===== src/rtl/dvp_csr_bank.sv =====
`timescale 1ns/1ps
// dvp_csr_bank
//   APB register bank for the multi-channel DVP video pipeline. It has one
//   register page per channel (pages 0..CH_NUM-1) and one global page (page 7).
//   Each channel holds staged CR/START/END/SCALER registers, a frame counter
//   and a frame-start interrupt. The interrupt clears by writing 1 to its bit.
//
//   Optional feature macro: DVP_CSR_SHADOW_EN
//     defined   : the staged registers are double-buffered. The active copies
//                 load on the channel's vsync rising edge. While the channel
//                 is disabled (active CR[0] = 0), a write also loads the
//                 active copy at once.
//     undefined : there is one register set per channel, and writes drive
//                 the outputs directly. upd_pend always reads 0.
//
// Ports
//   clk, rst_n           clock (also samples vsync), async active-low reset
//   io_apb_*             APB slave: zero wait states, combinational PRDATA
//   vsync_i[CH_NUM]      per-channel vsync, asynchronous to clk
//   status_i[16*CH_NUM]  per-channel live status, shown in SR
//   cr_o/start_o/end_o/scaler_o [32*CH_NUM]  active registers, channel n at [32n+:32]
//   irq_o                OR of (IRQ_PEND & IRQ_EN)
module dvp_csr_bank #(
  parameter int         CH_NUM  = 2,
  parameter logic [7:0] VERSION = 8'h02
) (
  input  logic                   clk,
  input  logic                   rst_n,
  input  logic [5:0]             io_apb_PADDR,
  input  logic                   io_apb_PSEL,
  input  logic                   io_apb_PENABLE,
  input  logic                   io_apb_PWRITE,
  input  logic [31:0]            io_apb_PWDATA,
  output logic                   io_apb_PREADY,
  output logic [31:0]            io_apb_PRDATA,
  output logic                   io_apb_PSLVERROR,
  input  logic [CH_NUM-1:0]      vsync_i,
  input  logic [16*CH_NUM-1:0]   status_i,
  output logic [32*CH_NUM-1:0]   cr_o,
  output logic [32*CH_NUM-1:0]   start_o,
  output logic [32*CH_NUM-1:0]   end_o,
  output logic [32*CH_NUM-1:0]   scaler_o,
  output logic                   irq_o
);

  logic [2:0] page;
  logic [2:0] rsel;
  logic       page_is_ch;
  logic       page_is_glob;
  logic       acc;
  logic       err;
  logic       wr_ok;
  logic       rd_ok;

  assign page         = io_apb_PADDR[5:3];
  assign rsel         = io_apb_PADDR[2:0];
  assign page_is_ch   = ({29'd0, page} < 32'(CH_NUM));
  assign page_is_glob = (page == 3'd7);
  assign acc          = io_apb_PSEL & io_apb_PENABLE;

  // Unmapped registers and writes to read-only registers are errors.
  always_comb begin
    err = 1'b0;
    if (page_is_ch) begin
      if (rsel == 3'd6 || rsel == 3'd7)
        err = 1'b1;
      else if (io_apb_PWRITE && (rsel == 3'd1 || rsel == 3'd5))
        err = 1'b1;
    end else if (page_is_glob) begin
      if (rsel > 3'd2)
        err = 1'b1;
      else if (io_apb_PWRITE && rsel == 3'd2)
        err = 1'b1;
    end else begin
      err = 1'b1;
    end
  end

  assign wr_ok            = acc & io_apb_PWRITE & ~err;
  assign rd_ok            = acc & ~io_apb_PWRITE & ~err;
  assign io_apb_PSLVERROR = acc & err;
  assign io_apb_PREADY    = 1'b1;

  // vsync: two synchronizer flops, then one flop for rising-edge detection.
  logic [CH_NUM-1:0] sync1_reg;
  logic [CH_NUM-1:0] sync2_reg;
  logic [CH_NUM-1:0] sync3_reg;
  logic [CH_NUM-1:0] frame_evt;

  always_ff @(posedge clk or negedge rst_n) begin
    if (!rst_n) begin
      sync1_reg <= '0;
      sync2_reg <= '0;
      sync3_reg <= '0;
    end else begin
      sync1_reg <= vsync_i;
      sync2_reg <= sync1_reg;
      sync3_reg <= sync2_reg;
    end
  end

  assign frame_evt = sync2_reg & ~sync3_reg;

  // Global page: interrupt enable and pending bits.
  logic [CH_NUM-1:0] irq_en_reg;
  logic [CH_NUM-1:0] irq_pend_reg;
  logic [CH_NUM-1:0] irq_w1c;

  assign irq_w1c = (wr_ok && page_is_glob && rsel == 3'd1) ?
                   io_apb_PWDATA[CH_NUM-1:0] : '0;

  always_ff @(posedge clk or negedge rst_n) begin
    if (!rst_n) begin
      irq_en_reg   <= '0;
      irq_pend_reg <= '0;
    end else begin
      if (wr_ok && page_is_glob && rsel == 3'd0)
        irq_en_reg <= io_apb_PWDATA[CH_NUM-1:0];
      // When a frame event and a clear hit the same bit, the frame event wins.
      irq_pend_reg <= (irq_pend_reg & ~irq_w1c) | frame_evt;
    end
  end

  assign irq_o = |(irq_pend_reg & irq_en_reg);

  // Per-channel registers. Field index: 0 CR, 1 START, 2 END, 3 SCALER.
  logic [31:0]       stg_val [CH_NUM][4];
  logic [31:0]       act_val [CH_NUM][4];
  logic [15:0]       fcnt_val [CH_NUM];
  logic [CH_NUM-1:0] upd_pend;

  for (genvar gi = 0; gi < CH_NUM; gi++) begin : g_ch
    logic        ch_wr;
    logic [15:0] fcnt_reg;

    assign ch_wr = wr_ok & page_is_ch & (page == 3'(gi));

    always_ff @(posedge clk or negedge rst_n) begin
      if (!rst_n)
        fcnt_reg <= '0;
      else if (frame_evt[gi])
        fcnt_reg <= fcnt_reg + 16'd1;
    end
    assign fcnt_val[gi] = fcnt_reg;

`ifdef DVP_CSR_SHADOW_EN
    logic ch_en;
    logic stg_any_wr;
    logic upd_reg;

    assign ch_en      = act_val[gi][0][0];
    assign stg_any_wr = ch_wr & (rsel == 3'd0 || rsel == 3'd2 ||
                                 rsel == 3'd3 || rsel == 3'd4);

    // A write on the frame-event edge leaves the update pending.
    always_ff @(posedge clk or negedge rst_n) begin
      if (!rst_n)
        upd_reg <= 1'b0;
      else if (stg_any_wr)
        upd_reg <= 1'b1;
      else if (frame_evt[gi])
        upd_reg <= 1'b0;
    end
    assign upd_pend[gi] = upd_reg;
`else
    assign upd_pend[gi] = 1'b0;
`endif

    for (genvar gj = 0; gj < 4; gj++) begin : g_fld
      localparam logic [2:0] RA = (gj == 0) ? 3'd0 : 3'(gj + 1);
      logic        fld_wr;
      logic [31:0] stg_reg;

      assign fld_wr = ch_wr & (rsel == RA);

      always_ff @(posedge clk or negedge rst_n) begin
        if (!rst_n)
          stg_reg <= '0;
        else if (fld_wr)
          stg_reg <= io_apb_PWDATA;
      end
      assign stg_val[gi][gj] = stg_reg;

`ifdef DVP_CSR_SHADOW_EN
      logic [31:0] act_reg;
      // On a frame event, load the staging value from before this edge's write.
      always_ff @(posedge clk or negedge rst_n) begin
        if (!rst_n)
          act_reg <= '0;
        else if (frame_evt[gi])
          act_reg <= stg_reg;
        else if (fld_wr && !ch_en)
          act_reg <= io_apb_PWDATA;
      end
      assign act_val[gi][gj] = act_reg;
`else
      assign act_val[gi][gj] = stg_reg;
`endif
    end

    assign cr_o[32*gi +: 32]     = act_val[gi][0];
    assign start_o[32*gi +: 32]  = act_val[gi][1];
    assign end_o[32*gi +: 32]    = act_val[gi][2];
    assign scaler_o[32*gi +: 32] = act_val[gi][3];
  end

  // Read mux. Staged registers read back their staging value.
  always_comb begin
    io_apb_PRDATA = '0;
    if (rd_ok) begin
      if (page_is_glob) begin
        case (rsel)
          3'd0:    io_apb_PRDATA = 32'(irq_en_reg);
          3'd1:    io_apb_PRDATA = 32'(irq_pend_reg);
          3'd2:    io_apb_PRDATA = {16'h4456, 8'(CH_NUM), VERSION};
          default: io_apb_PRDATA = '0;
        endcase
      end else begin
        for (int i = 0; i < CH_NUM; i++) begin
          if (page == 3'(i)) begin
            case (rsel)
              3'd0:    io_apb_PRDATA = stg_val[i][0];
              3'd1:    io_apb_PRDATA = {14'd0, upd_pend[i], irq_pend_reg[i],
                                        status_i[16*i +: 16]};
              3'd2:    io_apb_PRDATA = stg_val[i][1];
              3'd3:    io_apb_PRDATA = stg_val[i][2];
              3'd4:    io_apb_PRDATA = stg_val[i][3];
              3'd5:    io_apb_PRDATA = {16'd0, fcnt_val[i]};
              default: io_apb_PRDATA = '0;
            endcase
          end
        end
      end
    end
  end

endmodule


===== config.mk =====
export PLATFORM = sky130hd
export DESIGN_NAME = dvp_csr_bank
export DESIGN_NICKNAME = d
export VERILOG_FILES = /design/src/rtl/dvp_csr_bank.sv
export SDC_FILE = /design/constraint.sdc
export NUM_CORES = 1
export LEC_CHECK = 0
export CAP_MARGIN = 25
export CORE_UTILIZATION = 49
export CTS_CLUSTER_SIZE = 12
export DETAILED_ROUTE_END_ITERATION = 7
export GPL_ROUTABILITY_DRIVEN = 0
export PLACE_DENSITY = 0.8
export SETUP_SLACK_MARGIN = 0.15
export SLEW_MARGIN = 20
export SYNTH_ARGS = -nofsm -noshare
export SYNTH_HDL_FRONTEND = slang
export SYNTH_SLANG_ARGS = --single-unit

===== constraint.sdc =====
create_clock -name clk -period 2.85 [get_ports clk]
set_clock_uncertainty 0.05 [all_clocks]
set_input_delay 0.7125 -clock clk [delete_from_list [all_inputs] [get_ports clk]]
set_output_delay 0.7125 -clock clk [all_outputs]
set_load 0.01 [all_outputs]

==> results.tsv, run 1 <==
stage	metric	value	unit
critical_path	Crit Reg-Reg Endpoint	g_ch[1].fcnt_reg[15]$_DFFE_PN0P_	
global_routing	number of global-route vias before repair	12400	
clocking	Max clock buf depth	3	
logic_synthesis	Yosys warnings	0	
critical_path	CP startpoint	io_apb_PADDR[2]	
global_routing	first-pass GRT wire length	77800	um
timing	RSZ-0062 raised after global routing	true	
timing	worst hold slack	0.0907	ns
timing	setup ws final	-0.0924	ns
timing	Slew @ Worst Pin	0.650	ns
floorplanning	row count	62	
route	DR vias	12600	
global_routing	GRT Resource Usage Total	35.3	%
clocking	CTS sink count	298	
clocking	Worst-path clk slew	0.06	ns
layout	design area	21800	sq um
floorplanning	die height	172	um
logic_synthesis	syn_nets	1197	
place	pre-CTS setup slack	-0.759	ns
route	vias per cell	6.17	
layout	area delta synth->final	52.9	%
power_and_ir_drop	total power	10.0	mW
critical_path	Critical Path RT	2.09	ns
power_and_ir_drop	Pleak	9.83	nW
critical_path	CP endpoint kind	primary output	
logic_synthesis	commonest cells in the synthesized netlist	298 x dfrtp_1, 231 x mux2_2, 59 x a22oi_1	
critical_path	Critical Path AT	2.18	ns
logic_synthesis	Synth Register Bits	298	
logic_synthesis	mapped cell area	14200	sq um
layout	Core Util, Final	76.0	%
logic_synthesis	post-synth cell types	57	
clocking	Inserted Clock Buffers	31	
floorplanning	core footprint	28600	sq um
logic_synthesis	asr flop ratio synth	100	%
place	Placed Cells	1922	
logic_synthesis	count leader, synth	dfrtp_1	
critical_path	Worst Path Max Fanout	6	
route	detailed-route DRC error count	0	
layout	share of layout cells above drive strength 1	39.2	%
layout	diodes inserted	0	
floorplanning	Die Wd	172	um
timing	setup TNS	-0.549	ns
clocking	Clk Latency, worst-skew pair	0.55	ns
layout	max reg flops	256	
clocking	CTS tree	built	
logic_synthesis	Seq/Total Area, Yosys	52.4	%
critical_path	flop2flop setup slack	0.81	ns
critical_path	worst setup path end	io_apb_PRDATA[30]	
logic_synthesis	synthesized area per cell	12.7	sq um
logic_synthesis	post-synth top area share	52.4	%
timing	period utilization	103	%
outcome	failing checks	setup timing	
floorplanning	num ports	368	
timing	Setup Viol. Count Final	18	
clocking	Hold Buf Count CTS	0	
layout	Layout Nets	1721	
logic_synthesis	Synth Instances	1118	
place	area of placed instances	19400	sq um
critical_path	WS Path Type	in -> out	
global_routing	initial antenna violation count	0	
layout	fin cells	2042	
floorplanning	Starting Density	49.7	%
timing	final hold vios	0	
clocking	clock root cell	clkbuf_16	
logic_synthesis	Top FF cell, synth	dfrtp_1	
critical_path	type of origin of the critical path	primary input	
timing	Tmin final	2.94	ns
timing	f_max	0.340	GHz
logic_synthesis	dominant cells by area after synthesis	dfrtp_1 52%, mux2_2 18%, mux2i_1 3.9%	
critical_path	r2r worst-path depth	5	
logic_synthesis	Yosys top cell by area	dfrtp_1	
global_routing	GRT overflow	0	
critical_path	RR Startpoint	sync2_reg[1]$_DFF_PN0_	
timing	Slew headroom	56.7	%
route	final wirelength	54100	um
place	port buffer count	366	
outcome	status	complete, but fails checks	
min_path	worst hold path class	in -> async	
clocking	Max H-tree Level	1	
global_routing	largest net degree at the start of global routing	80	
route	post-route ant nets	0	
power_and_ir_drop	VDD IR max	0.473	mV
floorplanning	Die Area	29700	sq um
logic_synthesis	EDFF count, synth	0	
power_and_ir_drop	PwrDens	462	nW/um^2
route	DRT iter0 DRCs	1107	
timing	fin. max-slew vios	0	
route	drt pass-1 iters	5	
place	hpwl dp	35600	um
job	Max-Cap Viols	0	
route	drt wl/cell	26.5	um
-- cells in the final DEF, fill, tap and decap left out, types with 6 or more instances in the layout --
cell type,n
mux2i_4,6
o211ai_1,8
o22ai_1,24
mux2_2,226
nand2_1,45
a21oi_2,11
buf_6,30
mux2i_1,48
mux2_1,43
nand2_2,10
nand4_1,6
o21ai_1,9
nor2_4,7
dfrtp_1,298
and3_1,11
xnor2_1,22
xor2_1,8
clkbuf_16,33
nor2_1,37
buf_4,120
a21oi_1,14
a22oi_2,34
clkbuf_1,9
clkdlybuf4s50_1,316
buf_2,32
a31oi_1,6
nor2_2,6
o21ai_0,7
buf_12,38
dlygate4sd2_1,10
a22o_1,13
buf_16,9
buf_8,11
a22oi_1,25
mux4_2,9
nand3_1,9
-- worst max-delay path: stages --
cell,delay (ns)
clkbuf_16,0.14
buf_4,0.13
a211o_4,0.36
nor2_4,0.14
buf_6,0.18
nand2_1,0.09
a31oi_1,0.24
buf_2,0.18
-- worst min path at each step --
stage	from	to	slack (ns)	cells after the start
finish	rst_n	g_ch[1].g_fld[1].stg_reg[5]$_DFFE_PN0P_	0.09	1
global route	rst_n	g_ch[1].g_fld[1].stg_reg[5]$_DFFE_PN0P_	0.14	1
CTS	rst_n	g_ch[1].g_fld[1].stg_reg[5]$_DFFE_PN0P_	0.12	1
detailed placement	sync1_reg[0]$_DFF_PN0_	sync2_reg[0]$_DFF_PN0_	0.28	0
global placement	sync1_reg[0]$_DFF_PN0_	sync2_reg[0]$_DFF_PN0_	0.29	0
floorplan	sync1_reg[0]$_DFF_PN0_	sync2_reg[0]$_DFF_PN0_	0.28	0
-- where the power goes --
group	switching (mW)	internal, mW
clock network	1.65	2.10
logic	0.752	0.849
registers	0.248	4.44
-- what timing repair did --
item	in CTS	in global routing
setup endpoints to repair	33	33
endpoints found under the hold margin	0	0
pin swaps	49	65
cloned	8	3
resized for setup	293	91
buffers inserted	38	22
-- final cells by class --
| class | instances | area [sq um] |
|---|---|---|
| repair buffers | 570 | 5890 |
| well taps | 384 | 480 |
| clock buffers | 45 | 878 |
| clock inverters | 4 | 26.3 |
| multi-input cells | 738 | 7010 |
| flip-flops and latches | 298 | 7460 |
| fillers | 1731 | 6870 |
| inverters | 3 | 16.3 |
-- kinds of logic (layout without fill, tap and decap cells) --
| logic type | after synthesis | after routing | share of synthesized area, % |
|---|---|---|---|
| compound gates | 198 | 198 | 9.67 |
| xor+xnor | 30 | 30 | 1.85 |
| fa+ha+maj | 2 | 2 | 0.176 |
| buf+inv | 82 | 622 | 2.98 |
| flops | 298 | 298 | 52.4 |
| mux | 338 | 338 | 27.0 |
| other cells | 1 | 1 | 0.0263 |
| simple gates | 169 | 169 | 5.93 |
-- metal layers --
metal / vias up / track usage (%) / share of wire, %
li1: 5216 / - / -
met1: 6332 / 46.8 / 39
met2: 833 / 56.0 / 47
met3: 215 / 6.96 / 9.0
met4: 0 / 16.5 / 5.3
met5: - / 0 / 0
Note: power is estimated with default switching activity, not from simulation.
==> run 2, diff against run 1 <==
SKIP_CTS_REPAIR_TIMING = 1   (was not set)
SLEW_MARGIN = not set   (was 20)
==> run 2 against run 1 <==
  * Wire length is 3.4% lower
  * The run still ends with setup timing left
  * Cell count is 1.7% lower
  * Register-to-register slack hardly changed
  * Sequential power hardly changed
  * Critical path type unchanged
  * Sequential share of layout area is 1.1 points higher
  * Hold slack better by 0.017 ns
  * Worst setup slack better by 0.017 ns
  * First-iteration DRC count is 7.0% lower
  * Fmax is 0.58% higher
==> results.tsv, run 2 (synthesized netlist as in run 1, its figures left out) <==
stage	metric	value	unit
layout	max reg flops	256	
clocking	CTS tree	built	
min_path	worst hold path class	in -> async	
place	port buffer count	366	
timing	setup TNS	-0.761	ns
timing	Setup Viol. Count Final	19	
layout	fin cells	2008	
timing	Slew @ Worst Pin	0.679	ns
timing	setup ws final	-0.0755	ns
critical_path	Critical Path AT	2.16	ns
critical_path	Critical Path RT	2.09	ns
timing	fin. max-slew vios	0	
critical_path	CP startpoint	io_apb_PADDR[1]	
power_and_ir_drop	PwrDens	470	nW/um^2
power_and_ir_drop	Pleak	9.64	nW
global_routing	GRT Resource Usage Total	33.2	%
timing	Tmin final	2.93	ns
job	Max-Cap Viols	0	
critical_path	type of origin of the critical path	primary input	
floorplanning	Die Area	29700	sq um
critical_path	CP endpoint kind	primary output	
route	vias per cell	6.12	
route	final wirelength	52300	um
power_and_ir_drop	total power	9.92	mW
critical_path	WS Path Type	in -> out	
timing	final hold vios	0	
floorplanning	Die Wd	172	um
place	Placed Cells	1922	
floorplanning	Starting Density	49.7	%
layout	area delta synth->final	48.1	%
floorplanning	die height	172	um
timing	RSZ-0062 raised after global routing	true	
place	pre-CTS setup slack	-0.759	ns
layout	Layout Nets	1687	
clocking	Clk Latency, worst-skew pair	0.55	ns
timing	Slew headroom	54.6	%
route	post-route ant nets	0	
route	drt pass-1 iters	6	
clocking	Max H-tree Level	1	
route	detailed-route DRC error count	0	
global_routing	GRT overflow	0	
global_routing	number of global-route vias before repair	12000	
outcome	status	complete, but fails checks	
route	drt wl/cell	26.0	um
timing	f_max	0.342	GHz
floorplanning	row count	62	
critical_path	Worst Path Max Fanout	10	
floorplanning	core footprint	28600	sq um
layout	Core Util, Final	73.6	%
route	DRT iter0 DRCs	1029	
outcome	failing checks	setup timing	
layout	commonest cells after routing, fill and taps aside	318 x clkdlybuf4s50_1, 297 x dfrtp_1, 228 x mux2_2, 110 x buf_4, 48 x mux2i_1	
global_routing	first-pass GRT wire length	73600	um
clocking	Inserted Clock Buffers	31	
layout	diodes inserted	0	
global_routing	largest net degree at the start of global routing	80	
floorplanning	num ports	368	
critical_path	RR Startpoint	sync2_reg[0]$_DFF_PN0_	
timing	period utilization	103	%
layout	share of layout cells above drive strength 1	35.9	%
place	hpwl dp	35600	um
power_and_ir_drop	VDD IR max	0.469	mV
global_routing	initial antenna violation count	1	
clocking	CTS sink count	298	
clocking	Max clock buf depth	3	
layout	most common cell after layout, fill and taps aside	clkdlybuf4s50_1	
clocking	Worst-path clk slew	0.06	ns
clocking	clock root cell	clkbuf_16	
route	DR vias	12300	
-- run 2: cell types whose count changed in the layout (fill, tap and decap cells not counted), moves of 9 or more --
cell            previous run  this run
a22oi_1                   25        38
dlygate4sd2_1             10         0
buf_4                    120       110
buf_16                     9         0
buf_2                     32        22
a22oi_2                   34        21
dlymetal6s2s_1             0        11
-- run 2: metal layers --
metal | share of wire (%) | vias up | track usage (%)
met5 | 0.025 | - | 0
met4 | 4.3 | 2 | 14.3
met3 | 8.8 | 162 | 5.91
met2 | 47 | 784 | 53.1
met1 | 40 | 6216 | 44.6
li1 | - | 5125 | -
-- run 2: path summary, 6_finish.rpt --
kind | to | slack (ns) | cells after the start
max in group asynchronous | g_ch[1].g_fld[2].stg_reg[30]$_DFFE_PN0P_ | 1.88 | 2
hold / removal | g_ch[1].g_fld[1].stg_reg[5]$_DFFE_PN0P_ | 0.11 | 1
setup reg to reg | g_ch[0].fcnt_reg[14]$_DFFE_PN0P_ | 0.81 | 5
setup / recovery | io_apb_PRDATA[26] | -0.08 | 8
min in group clk | sync2_reg[0]$_DFF_PN0_ | 0.30 | 0
hold reg to reg | sync2_reg[0]$_DFF_PN0_ | 0.30 | 0
-- run 2: final cells by class --
class                   count  area, sq um
clock inverters             4         26.3
inverters                   3         11.3
clock buffers              45          878
multi-input cells         738         6810
flip-flops and latches    298         7460
repair buffers            536         5420
fillers                  1854         7540
well taps                 384          480
-- run 2: metrics by stage --
step,hold WS [ns],cell area (sq um)
finish,0.108,21100
global route,0.134,21100
CTS,0.121,20300
detailed placement,0.285,19400
global placement,0.286,19400
floorplan,0.281,14300
-- run 2: report_power, final --
group	switching (mW)	total, mW	internal, mW
Combinational	0.716	1.50	0.784
Sequential	0.244	4.69	4.44
Clock	1.63	3.73	2.10
-- run 2: critical path: stages --
cell,delay (ns)
buf_12,0.13
buf_12,0.14
a211o_4,0.35
nor2_4,0.22
buf_6,0.14
o21ai_2,0.05
a31oi_2,0.23
buf_2,0.18
